## src/rtl/nibble_pkg.sv

```systemverilog
// Shared types and constants for the digit-serial nibble adder.
// Optional decimal mode is enabled by defining NIBBLE_BCD_EN.
package nibble_pkg;

  localparam int unsigned DIGIT_W = 4;
  localparam logic [3:0]  BCD_ADJ = 4'd6;
  localparam logic [3:0]  BCD_MAX = 4'd9;

  typedef enum logic [1:0] {
    IDLE = 2'd0,
    RUN  = 2'd1,
    DONE = 2'd2
  } state_t;

`ifdef NIBBLE_BCD_EN
  // Nine's complement of one decimal digit; non-decimal digits simply wrap.
  function automatic logic [DIGIT_W-1:0] nines_comp(input logic [DIGIT_W-1:0] d);
    return DIGIT_W'(BCD_MAX - d);
  endfunction
`endif

endpackage

```

## src/rtl/nibble_digit_add.sv

```systemverilog
// Combinational single-digit adder with carry in/out.
// With NIBBLE_BCD_EN defined, an extra i_bcd input applies the decimal adjust.
module nibble_digit_add
  import nibble_pkg::*;
(
  input  logic [DIGIT_W-1:0] i_a,
  input  logic [DIGIT_W-1:0] i_b,
  input  logic               i_cin,
`ifdef NIBBLE_BCD_EN
  input  logic               i_bcd,
`endif
  output logic [DIGIT_W-1:0] o_s,
  output logic               o_cout
);

  logic [DIGIT_W:0] w_raw;

  // Raw binary digit sum, optionally decimal-adjusted when it exceeds nine.
  always_comb begin
    w_raw  = {1'b0, i_a} + {1'b0, i_b} + (DIGIT_W+1)'(i_cin);
    o_s    = w_raw[DIGIT_W-1:0];
    o_cout = w_raw[DIGIT_W];
`ifdef NIBBLE_BCD_EN
    if (i_bcd && (w_raw > (DIGIT_W+1)'(BCD_MAX))) begin
      o_s    = DIGIT_W'(w_raw[DIGIT_W-1:0] + BCD_ADJ);
      o_cout = 1'b1;
    end
`endif
  end

endmodule

```

## src/rtl/nibble_serial_adder.sv

```systemverilog
// Digit-serial adder/subtractor: one 4-bit digit per clock, LSB digit first,
// valid/ready on both operand and result sides.
// Define NIBBLE_BCD_EN to add the bcd input and decimal-mode arithmetic.
module nibble_serial_adder
  import nibble_pkg::*;
#(
  parameter int unsigned WIDTH = 8
) (
  input  logic             clk,
  input  logic             rst,
  input  logic             in_valid,
  output logic             in_ready,
  input  logic [WIDTH-1:0] a,
  input  logic [WIDTH-1:0] b,
  input  logic             sub,
`ifdef NIBBLE_BCD_EN
  input  logic             bcd,
`endif
  output logic             out_valid,
  input  logic             out_ready,
  output logic [WIDTH-1:0] sum,
  output logic             cout,
  output logic             ovf
);

  localparam int unsigned NUM_DIGITS = WIDTH / DIGIT_W;
  localparam int unsigned IDX_W      = (NUM_DIGITS > 1) ? $clog2(NUM_DIGITS) : 1;
  localparam logic [IDX_W-1:0] LAST_IDX = IDX_W'(NUM_DIGITS - 1);

  state_t             r_state;
  logic [WIDTH-1:0]   r_a;
  logic [WIDTH-1:0]   r_b;
  logic               r_carry;
  logic [IDX_W-1:0]   r_idx;
  logic               r_in_ready;
  logic               r_out_valid;
  logic [WIDTH-1:0]   r_sum;
  logic               r_cout;
  logic               r_ovf;
`ifdef NIBBLE_BCD_EN
  logic               r_bcd;
`endif

  logic [WIDTH-1:0]   w_b_eff;
  logic [DIGIT_W-1:0] w_a_dig;
  logic [DIGIT_W-1:0] w_b_dig;
  logic [DIGIT_W-1:0] w_s;
  logic               w_c;
  logic               w_ovf;

  // Effective B operand as latched: inverted for binary subtract, nine's complement for decimal.
  always_comb begin
    w_b_eff = sub ? ~b : b;
`ifdef NIBBLE_BCD_EN
    if (bcd && sub) begin
      for (int d = 0; d < NUM_DIGITS; d++) begin
        w_b_eff[d*DIGIT_W +: DIGIT_W] = nines_comp(b[d*DIGIT_W +: DIGIT_W]);
      end
    end
`endif
  end

  // Select the operand digits addressed by the current index.
  always_comb begin
    w_a_dig = '0;
    w_b_dig = '0;
    for (int d = 0; d < NUM_DIGITS; d++) begin
      if (r_idx == IDX_W'(d)) begin
        w_a_dig = r_a[d*DIGIT_W +: DIGIT_W];
        w_b_dig = r_b[d*DIGIT_W +: DIGIT_W];
      end
    end
  end

  nibble_digit_add u_digit (
    .i_a    (w_a_dig),
    .i_b    (w_b_dig),
    .i_cin  (r_carry),
`ifdef NIBBLE_BCD_EN
    .i_bcd  (r_bcd),
`endif
    .o_s    (w_s),
    .o_cout (w_c)
  );

  // Signed overflow from the operand sign bits and the sign of the final digit.
  always_comb begin
    w_ovf = (r_a[WIDTH-1] == r_b[WIDTH-1]) && (w_s[DIGIT_W-1] != r_a[WIDTH-1]);
`ifdef NIBBLE_BCD_EN
    if (r_bcd) begin
      w_ovf = 1'b0;
    end
`endif
  end

  // Control FSM with operand, result and handshake registers.
  always_ff @(posedge clk or posedge rst) begin
    if (rst) begin
      r_state     <= IDLE;
      r_a         <= '0;
      r_b         <= '0;
      r_carry     <= 1'b0;
      r_idx       <= '0;
      r_in_ready  <= 1'b1;
      r_out_valid <= 1'b0;
      r_sum       <= '0;
      r_cout      <= 1'b0;
      r_ovf       <= 1'b0;
`ifdef NIBBLE_BCD_EN
      r_bcd       <= 1'b0;
`endif
    end else begin
      case (r_state)
        IDLE: begin
          if (in_valid && r_in_ready) begin
            r_a        <= a;
            r_b        <= w_b_eff;
            r_carry    <= sub;
            r_idx      <= '0;
            r_in_ready <= 1'b0;
`ifdef NIBBLE_BCD_EN
            r_bcd      <= bcd;
`endif
            r_state    <= RUN;
          end
        end
        RUN: begin
          for (int d = 0; d < NUM_DIGITS; d++) begin
            if (r_idx == IDX_W'(d)) begin
              r_sum[d*DIGIT_W +: DIGIT_W] <= w_s;
            end
          end
          r_carry <= w_c;
          r_idx   <= r_idx + IDX_W'(1);
          if (r_idx == LAST_IDX) begin
            r_cout      <= w_c;
            r_ovf       <= w_ovf;
            r_out_valid <= 1'b1;
            r_state     <= DONE;
          end
        end
        DONE: begin
          if (r_out_valid && out_ready) begin
            r_out_valid <= 1'b0;
            r_in_ready  <= 1'b1;
            r_state     <= IDLE;
          end
        end
        default: begin
          r_state <= IDLE;
        end
      endcase
    end
  end

  assign in_ready  = r_in_ready;
  assign out_valid = r_out_valid;
  assign sum       = r_sum;
  assign cout      = r_cout;
  assign ovf       = r_ovf;

endmodule
```

## config.mk

```make
export PLATFORM = sky130hd
export DESIGN_NAME = nibble_serial_adder
export DESIGN_NICKNAME = d
export VERILOG_FILES = /design/src/rtl/nibble_pkg.sv /design/src/rtl/nibble_digit_add.sv /design/src/rtl/nibble_serial_adder.sv
export SDC_FILE = /design/constraint.sdc
export NUM_CORES = 1
export LEC_CHECK = 0
export ABC_CLOCK_PERIOD_IN_PS = 3450
export CELL_PAD_IN_SITES_DETAIL_PLACEMENT = 2
export CELL_PAD_IN_SITES_GLOBAL_PLACEMENT = 2
export CORE_UTILIZATION = 34
export DETAILED_ROUTE_END_ITERATION = 10
export GPL_ROUTABILITY_DRIVEN = 0
export GPL_TIMING_DRIVEN = 0
export PLACE_DENSITY_LB_ADDON = 0.12
export SLEW_MARGIN = 20
export SYNTH_ARGS = -nofsm -noshare
export SYNTH_HDL_FRONTEND = slang
export SYNTH_SLANG_ARGS = --single-unit
```

## constraint.sdc

```tcl
create_clock -name clk -period 3.45 [get_ports clk]
set_input_delay 0.5175 -clock clk [delete_from_list [all_inputs] [get_ports clk]]
set_output_delay 0.5175 -clock clk [all_outputs]
set_load 0.02 [all_outputs]
```

* Word-level counts from Yosys, hierarchy flattened
Cells that the tools add are included.
** Storage, ports and cells
- Flip-flop bits (word level) :: 32
- Latch bits :: 0
- Memory bits (writable) :: 0
- Bits in read-only memories :: 0
- Input bits :: 21
- Output and inout port bits :: 12
- Logic and storage cells :: 53
- Memories kept :: 0
** Operators by class
- $add $sub $neg :: 3
- Multipliers :: 0
- Divide/modulo/power cells :: 0
- Magnitude comparators :: 0
- Equal/unequal tests :: 7
- Shift operators :: 0
- Mux-type cells :: 16
- Bitwise logic cells :: 2
- Reductions and logical operators :: 14
** Operator list (count)
- 3-bit AND reduction :: 3
- 4-bit two-way mux :: 2
- 8-bit two-way mux :: 1
- 8-bit inverter :: 1
- 1-bit one-hot mux with 2 select lines :: 4
- 2-bit AND reduction :: 4
- 2-bit two-way mux :: 3
- 2-bit != test, second input constant :: 3
- 2-bit one-hot mux with 3 select lines :: 1
- 2-bit nonzero test :: 3
- 4-bit by 4-bit adder with 5-bit output :: 1
- 5-bit by 1-bit adder with 5-bit output :: 1
- 1-bit two-way mux :: 5
- 1-bit logical AND :: 3
- 2-bit by 1-bit == test with 1-bit output, second input constant :: 1
- 2-bit == test, second input constant :: 1
- 2-bit zero test :: 1
- 1-bit adder, second input constant :: 1
- 1-bit == test :: 1
- 1-bit != test :: 1
- 1-bit inverter :: 1

* Logic depth before layout (Yosys ltp)
Gate-level depths: netlist of the first run.
- Word-level depth :: 5
- Gate-level depth with buffers :: 8
- Depth with buffers taken out :: 7

* Cells and area by module
Synthesis of the first run repeated with hierarchy kept, for this count alone.
** Second synthesis, totals
- Cells, all modules :: 130
- Area total of the unflattened synthesis :: 1597.8 µm²
** By module, submodules not included
- nibble_serial_adder :: times used 1, cells each 114, area an instance 1453.9 µm², seq. area each 802.0 µm²
- nibble_digit_add :: times used 1, cells each 16, area an instance 143.9 µm², seq. area each 0.0 µm²

* Least setup slack after synthesis of the first run
Ideal clock, no wire load.
- Kind :: reg-to-reg
- Start point :: register r_idx
- End point :: register r_ovf, in the netlist ovf
- Library setup time :: 124 ps
- Data arrival time :: 2173 ps
- Path slack :: 1154 ps
- Cell stages (with the launch flop) :: 8
- Period minus slack after synthesis :: 2296 ps
- Cells stage by stage :: dfrtp_1 buf_2 mux2_2 ha_1 and3b_1 or3_4 and3_1 o31a_1
** On the way
- Word-level cells in the longest chain between the ends :: 5
** RTL lines
- from (decl) :: line nibble_serial_adder.sv:34 : logic [IDX_W-1:0] r_idx;
- from (signal assigned) :: line nibble_serial_adder.sv:134 : r_idx <= r_idx + IDX_W'(1);
- 4-bit two-way mux :: line nibble_serial_adder.sv:68 : if (r_idx == IDX_W'(d)) begin
- 4-bit by 4-bit adder with 5-bit output :: line nibble_digit_add.sv:20 : w_raw = {1'b0, i_a} + {1'b0, i_b} + (DIGIT_W+1)'(i_cin);
- 5-bit by 1-bit adder with 5-bit output :: line nibble_digit_add.sv:20
- 1-bit != test :: line nibble_serial_adder.sv:88 : w_ovf = (r_a[WIDTH-1] == r_b[WIDTH-1]) && (w_s[DIGIT_W-1] != r_a[WIDTH-1]);
- 1-bit logical AND :: line nibble_serial_adder.sv:88
- to (signal assigned) :: line nibble_serial_adder.sv:137 : r_ovf <= w_ovf;
- to (decl) :: line nibble_serial_adder.sv:39 : logic r_ovf;
Several ways; a longest one is shown, not always the timed one.
A chain may end at the register's enable or synchronous reset.

* Worst setup path in the final report of the first run
Ends and elaborated chain as after synthesis.

==> flow_metrics.env, run 1 <==
export IMPL_grt_overflow_total=0
export IMPL_dp_cells=225
export IMPL_diodes=0
export IMPL_clock_latency_ns=0.28
export IMPL_io_pins=33
export IMPL_cts_tree="done"
export IMPL_post_dp_hpwl_um=2840
export IMPL_synth_seq_cells=32
export IMPL_cts_root_buffer="clkbuf_8"
export IMPL_nets=206
export IMPL_synth_nets=168
export IMPL_fin_skew_ns=0.00686
export IMPL_synthCells=142
export IMPL_register_area_um2=802
export IMPL_row_count=24
export IMPL_clockBufferDepth=2
export IMPL_synth_xor_area_share=0.0511
export IMPL_initialDrtViolationCount=46
export IMPL_cp_arrival_ns=2.68
export IMPL_worstPathRequired_ns=3.62
export IMPL_tightest_slew_ns=0.695
export IMPL_synthSimpleGateAreaFrac=0.113
export IMPL_hold_viol=0
export IMPL_relSlewSlack=0.536
export IMPL_core_um2=4350
export IMPL_yosys_warnings=0
export IMPL_crit_buf_inv=1
export IMPL_path_cells="buf_2 > mux2_2 > ha_1 > and3b_1 > or3_4 > and3_1 > o31a_1"
export IMPL_yosysSeqAreaShare=0.519
export IMPL_setup_tns_final_ns=0
export IMPL_setup_viol=0
export IMPL_critical_path_top_delay_family="simple AND/OR/NAND/NOR gates"
export IMPL_die_area_um2=4810
export IMPL_grt_pass1_vias=1366
export IMPL_drive_gt1_frac=0.182
export IMPL_worstSetupPathType="reg2reg"
export IMPL_rsz0062_at_grt="no"
export IMPL_setup_worst_path_end_class="flop"
export IMPL_avgViaCountPerCell=4.97
export IMPL_yosys_area_top_type="dfrtp_1"
export IMPL_worst_r2r_setup_slack_ns=0.93
export IMPL_cts_sinks=32
export IMPL_cp_max_fo=10
export IMPL_instances_no_fill=233
export IMPL_n_fill_cell=446
export IMPL_crit_path_start_kind="flop"
export IMPL_period_share=0.729
export IMPL_htreeDepth=2
export IMPL_yosys_area_share_adder=0.0502
export IMPL_multi_input_area_um2=687
export IMPL_max_cap_violations=0
export IMPL_post_cts_setup_buffers=0
export IMPL_wirelength_um=3910
export IMPL_cts_buffers=5
export IMPL_slowest_stage="dfrtp_1"
export IMPL_synth_area_leaders="dfrtp_1 (50%), mux2_2 (11%), xnor2_1 (5.1%)"
export IMPL_firstDrtPassIters=3
export IMPL_antenna_found_initial=0
export IMPL_clk_pin_slew_ns=0.07
export IMPL_avgSynthCellArea_um2=10.9
export IMPL_start_util=0.355
export IMPL_synth_area_um2=1540
export IMPL_num_vias=1158
export IMPL_grt_pass1_wl_um=6740
export IMPL_grt_use_total=0.183
export IMPL_synth_compound_area_frac=0.102
export IMPL_leakage_uw=0.000990
export IMPL_drc_errors=0
export IMPL_postCtsHoldBufs=0
export IMPL_fin_crit_ns=2.52
export IMPL_fp_dieW_um=69.4
export IMPL_synth_top_cell_area_share=0.502
export IMPL_avgRoutedWirePerCell_um=16.8
export IMPL_ir_worst_vdd_uv=200
export IMPL_io_buffers=31
export IMPL_power_density_nw_per_um2=400
export IMPL_synth_top_family_by_area="multiplexers"
export IMPL_die_h_um=69.4
export IMPL_min_path_type="reg2reg"
export IMPL_outcome="finished, final reports clean"
export IMPL_post_cts_resized=0
export IMPL_yosysUniqueCellTypes=26
export IMPL_area_growth_pct=32.5
export IMPL_timing_fmax_mhz=398
export IMPL_slew_violations=0
export IMPL_muxShareOfSynthArea=0.129
export IMPL_max_stage_delay_ns=0.38
export IMPL_ant_nets=0
export IMPL_grt_max_degree=33
-- registers in the layout (all words and copies together), names as in the netlist --
name,cells
r_idx,1
sum,8
cout,1
in_ready,1
r_a,8
out_valid,1
r_b,8
ovf,1
r_state,2
r_carry,1
-- synthesized netlist by cell type, drive strengths merged --
master,number
o31a,1
a21oi,14
buf,5
mux2,15
nor2,12
o21ai,11
ha,3
dfstp,1
and3,1
mux2i,3
fa,2
nand3b,1
nor4bb,1
and3b,1
a21o,2
nand2b,3
dfrtp,31
nand2,16
a31oi,1
or2,1
inv,5
or3,1
xnor2,9
clkbuf,2
-- worst register-to-register path, delay by kind of cell, from the launching register on --
kind	cells	cell delay, ns
AOI/OAI and AO/OA	1	0.23
DFF	1	0.38
and+or+nand+nor	3	0.77
buffers and inverters	1	0.28
adders and majority gates	1	0.36
muxes	1	0.38
-- layer usage --
layer / routed length [um] / GRT usage
met5: 0 / 0
met4: 50 / 0.0544
met3: 133 / 0.0349
met2: 2100 / 0.335
met1: 1630 / 0.215
-- stage by stage --
stage | hold WS [ns] | area [um2] | utilization | worst slack, ns | power (uW)
floorplan | 0.475 | 1540 | - | 1.15 | 399
global placement | 0.460 | 1920 | 0.441 | 0.991 | 424
detailed placement | 0.470 | 1920 | 0.441 | 0.963 | 426
CTS | 0.488 | 2050 | 0.470 | 0.917 | 825
global route | 0.511 | 2050 | 0.470 | 0.801 | 847
finish | 0.481 | 2050 | 0.470 | 0.934 | 818
-- worst paths after layout --
| path | from | end | cells after the start |
|---|---|---|---|
| max in group asynchronous | rst | r_b[5] | 2 |
| hold / removal | sum[1] | sum[1] | 2 |
| setup / recovery | r_idx | ovf | 7 |
| hold reg to reg | sum[1] | sum[1] | 2 |
| setup reg to reg | r_idx | ovf | 7 |
| min in group asynchronous | rst | r_a[0] | 2 |
-- report_power, final --
group	switching [uW]	internal (uW)	total, uW
Combinational	17.7	25.8	43.5
Clock	145	255	399
Sequential	0	375	375
Total	162	656	818
-- cell type report --
type	instances	area share
plain buffers	7	0.0177
clock buffers	7	0.0471
clock inverters	1	0.0147
inverters	5	0.00917
multi-input cells	98	0.336
flip-flops and latches	32	0.392
well taps	52	0.0318
repair buffers	31	0.152
-- cell usage in the layout (no fill, tap or decap), drive strengths merged --
cell           synthesis  final
dfrtp                 31     31
clkdlybuf4s50          0     31
nand2                 16     16
mux2                  15     15
a21oi                 14     14
nor2                  12     12
o21ai                 11     11
xnor2                  9      9
clkbuf                 2      9
inv                    5      5
buf                    5      5
nand2b                 3      3
mux2i                  3      3
ha                     3      3
a21o                   2      2
fa                     2      2
nor4bb                 1      1
nand3b                 1      1
or2                    1      1
and3b                  1      1
or3                    1      1
and3                   1      1
o31a                   1      1
a31oi                  1      1
bufinv                 0      1
dfstp                  1      1
-- logic make-up (layout without fill, tap and decap cells) --
group                    after synthesis  after routing
AND/OR/NAND/NOR                       37             37
flip-flops                            32             32
AO/OA/AOI/OAI                         29             29
multiplexers                          18             18
buffers and inverters                 12             51
XOR/XNOR                               9              9
adder cells (fa/ha/maj)                5              5
No activity file was read; power rests on OpenSTA's default activity.
==> inputs of run 2 (changes only) <==
--- a/config.mk
+++ b/config.mk
@@ -5,10 +5,10 @@
 export SDC_FILE = /design/constraint.sdc
 export NUM_CORES = 1
 export LEC_CHECK = 0
-export ABC_CLOCK_PERIOD_IN_PS = 3450
+export ABC_CLOCK_PERIOD_IN_PS = 2300
 export CELL_PAD_IN_SITES_DETAIL_PLACEMENT = 2
 export CELL_PAD_IN_SITES_GLOBAL_PLACEMENT = 2
-export CORE_UTILIZATION = 34
+export CORE_UTILIZATION = 28
 export DETAILED_ROUTE_END_ITERATION = 10
 export GPL_ROUTABILITY_DRIVEN = 0
 export GPL_TIMING_DRIVEN = 0
==> constraint.sdc (replaced) <==
create_clock -name clk -period 2.3 [get_ports clk]
set_input_delay 0.345 -clock clk [delete_from_list [all_inputs] [get_ports clk]]
set_output_delay 0.345 -clock clk [all_outputs]
set_load 0.02 [all_outputs]
==> run 2 against run 1 <==
Against the previous run: die area rose by 21%; fmax rose by 14%; critical endpoint unchanged; combinational power rose by 50%; clock power rose by 11%; register-to-register slack got worse by 0.84 ns; via count rose by 0.60%; non-clock buffer count rose by 3; largest power group is now sequential cells; largest cell class unchanged.
==> flow_metrics.env, run 2 (synthesis results as in run 1) <==
export IMPL_max_cap_violations=0
export IMPL_instances_no_fill=254
export IMPL_dpl_worst_slack_ns=-0.201
export IMPL_cts_root_buffer="clkbuf_8"
export IMPL_antenna_found_initial=0
export IMPL_io_pins=33
export IMPL_drc_errors=0
export IMPL_dp_cells=243
export IMPL_start_util=0.297
export IMPL_multi_input_area_um2=732
export IMPL_clockBufferDepth=2
export IMPL_setup_worst_path_end_class="flop"
export IMPL_path_cells="buf_6 > mux2_4 > ha_4 > a21o_2 > or3_4 > and3_4 > o31a_1"
export IMPL_crit_buf_inv=1
export IMPL_fin_crit_ns=2.21
export IMPL_die_area_um2=5810
export IMPL_timing_fmax_mhz=453
export IMPL_worst_r2r_setup_slack_ns=0.09
export IMPL_row_count=26
export IMPL_power_density_nw_per_um2=508
export IMPL_relSlewSlack=0.541
export IMPL_grt_pass1_wl_um=6530
export IMPL_avgViaCountPerCell=4.59
export IMPL_min_path_type="reg2reg"
export IMPL_leakage_uw=0.000991
export IMPL_initialDrtViolationCount=33
export IMPL_num_vias=1165
export IMPL_worstPathRequired_ns=2.46
export IMPL_grt_use_total=0.149
export IMPL_hold_start="sum[7]"
export IMPL_reg2reg_from="r_idx"
export IMPL_postCtsHoldBufs=0
export IMPL_grt_overflow_total=0
export IMPL_path_depth=7
export IMPL_crit_start="r_idx"
export IMPL_hold_viol=0
export IMPL_ir_worst_vdd_uv=255
export IMPL_setup_tns_final_ns=0
export IMPL_fin_util=0.405
export IMPL_power_total_uw=1070
export IMPL_power_frac_clock=0.413
export IMPL_area_growth_pct=36.4
export IMPL_crit_path_start_kind="flop"
export IMPL_cts_buffers=5
export IMPL_r2r_cells=7
export IMPL_period_share=0.960
export IMPL_grt_pass1_vias=1334
export IMPL_cp_max_fo=7
export IMPL_slew_violations=0
export IMPL_drive_gt1_frac=0.207
export IMPL_holdPathStages=2
export IMPL_avgRoutedWirePerCell_um=15.1
export IMPL_power_frac_seq=0.526
export IMPL_cp_arrival_ns=2.37
export IMPL_worst_slack_ns=0.0909
export IMPL_reg2reg_to="ovf"
export IMPL_clk_pin_slew_ns=0.06
export IMPL_firstDrtPassIters=2
export IMPL_clock_latency_ns=0.28
export IMPL_grt_max_degree=33
export IMPL_fin_skew_ns=0.00765
export IMPL_io_buffers=31
export IMPL_p_int_uw=846
export IMPL_register_area_um2=802
export IMPL_slowest_stage="dfrtp_1"
export IMPL_max_stage_delay_ns=0.39
export IMPL_p_switching_uw=225
export IMPL_cts_tree="done"
export IMPL_setup_viol=0
export IMPL_post_dp_hpwl_um=2860
export IMPL_wirelength_um=3830
export IMPL_outcome="finished, final reports clean"
export IMPL_ant_nets=0
export IMPL_rsz0062_at_grt="no"
export IMPL_diodes=0
export IMPL_die_h_um=76.3
export IMPL_tightest_slew_ns=0.687
export IMPL_nets=209
export IMPL_cts_sinks=32
export IMPL_swShare=0.210
export IMPL_combPwrFrac=0.061
export IMPL_htreeDepth=2
export IMPL_hold_path_endpoint="sum[7]"
export IMPL_critical_path_top_delay_family="simple AND/OR/NAND/NOR gates"
export IMPL_fp_dieW_um=76.3
export IMPL_final_cell_mix="dfrtp_1 (31), clkdlybuf4s50_1 (31), nand2_1 (16), a21oi_1 (13)"
export IMPL_worstSetupPathType="reg2reg"
export IMPL_core_um2=5200
export IMPL_n_fill_cell=572
run 2: cell types whose count changed in the layout (fill, tap and decap cells not counted), sizes merged:
cell and delta:
buf +3, bufinv -1, clkbuf +1
run 2: through the flow:
| stage | cell area, um2 | hold slack [ns] |
|---|---|---|
| 2_1_floorplan | 1540 | 0.460 |
| 3_3_place_gp | 1940 | 0.461 |
| 3_5_place_dp | 1940 | 0.473 |
| 4_1_cts | 2070 | 0.487 |
| 5_1_grt | 2110 | 0.523 |
| 6_report | 2110 | 0.482 |
run 2: area by class of cell:
class	instances	share of cell area
sequential	32	0.381
multi-input combinational	98	0.348
timing repair buffer	34	0.158
clock buffer	8	0.0428
tap	70	0.0416
buffer	7	0.0202
inverter	5	0.00891
run 2: how the worst max path moves through the flow:
stage,endpoint,slack (ns)
2_1_floorplan,ovf,0.004
3_3_place_gp,ovf,-0.19
3_5_place_dp,ovf,-0.20
4_1_cts,ovf,0.02
5_1_grt,ovf,0.03
6_report,ovf,0.09
run 2: what timing repair did:
action                                  4_1_cts  5_1_grt
buffers inserted                              3        0
pin swaps                                     0        2
endpoints found under the setup margin        5        2
resized for setup                             3        7
run 2: power groups by stage:
stage,clock [uW],combinational [uW],sequential [uW]
2_1_floorplan,0,25.7,573
3_3_place_gp,0,63.3,573
3_5_place_dp,0,66.6,573
4_1_cts,460,66.9,563
5_1_grt,486,71.8,562
6_report,442,65.2,563
run 2: layer usage:
metal  part of all wire  GRT usage
met5                  0          0
met4             0.0042     0.0404
met3              0.036     0.0443
met2               0.56      0.274
met1               0.40      0.166
run 2: worst register-to-register path: cells and delay by family (launching register included):
kind                     cells  cell delay, ns
multiplexers                 1            0.31
AND/OR/NAND/NOR              2            0.55
AO/OA/AOI/OAI                2            0.43
buffers and inverters        1            0.15
flip-flops                   1            0.39
adder cells (fa/ha/maj)      1            0.26
==> inputs of run 3 (changes only) <==
==> constraint.sdc (replaced) <==
create_clock -name clk -period 2.3 [get_ports clk]
set_input_delay 0.46 -clock clk [delete_from_list [all_inputs] [get_ports clk]]
set_output_delay 0.46 -clock clk [all_outputs]
set_load 0.02 [all_outputs]
==> results of run 3 <==
The final DEF is identical to that of run 2. Status: finished, final reports clean.
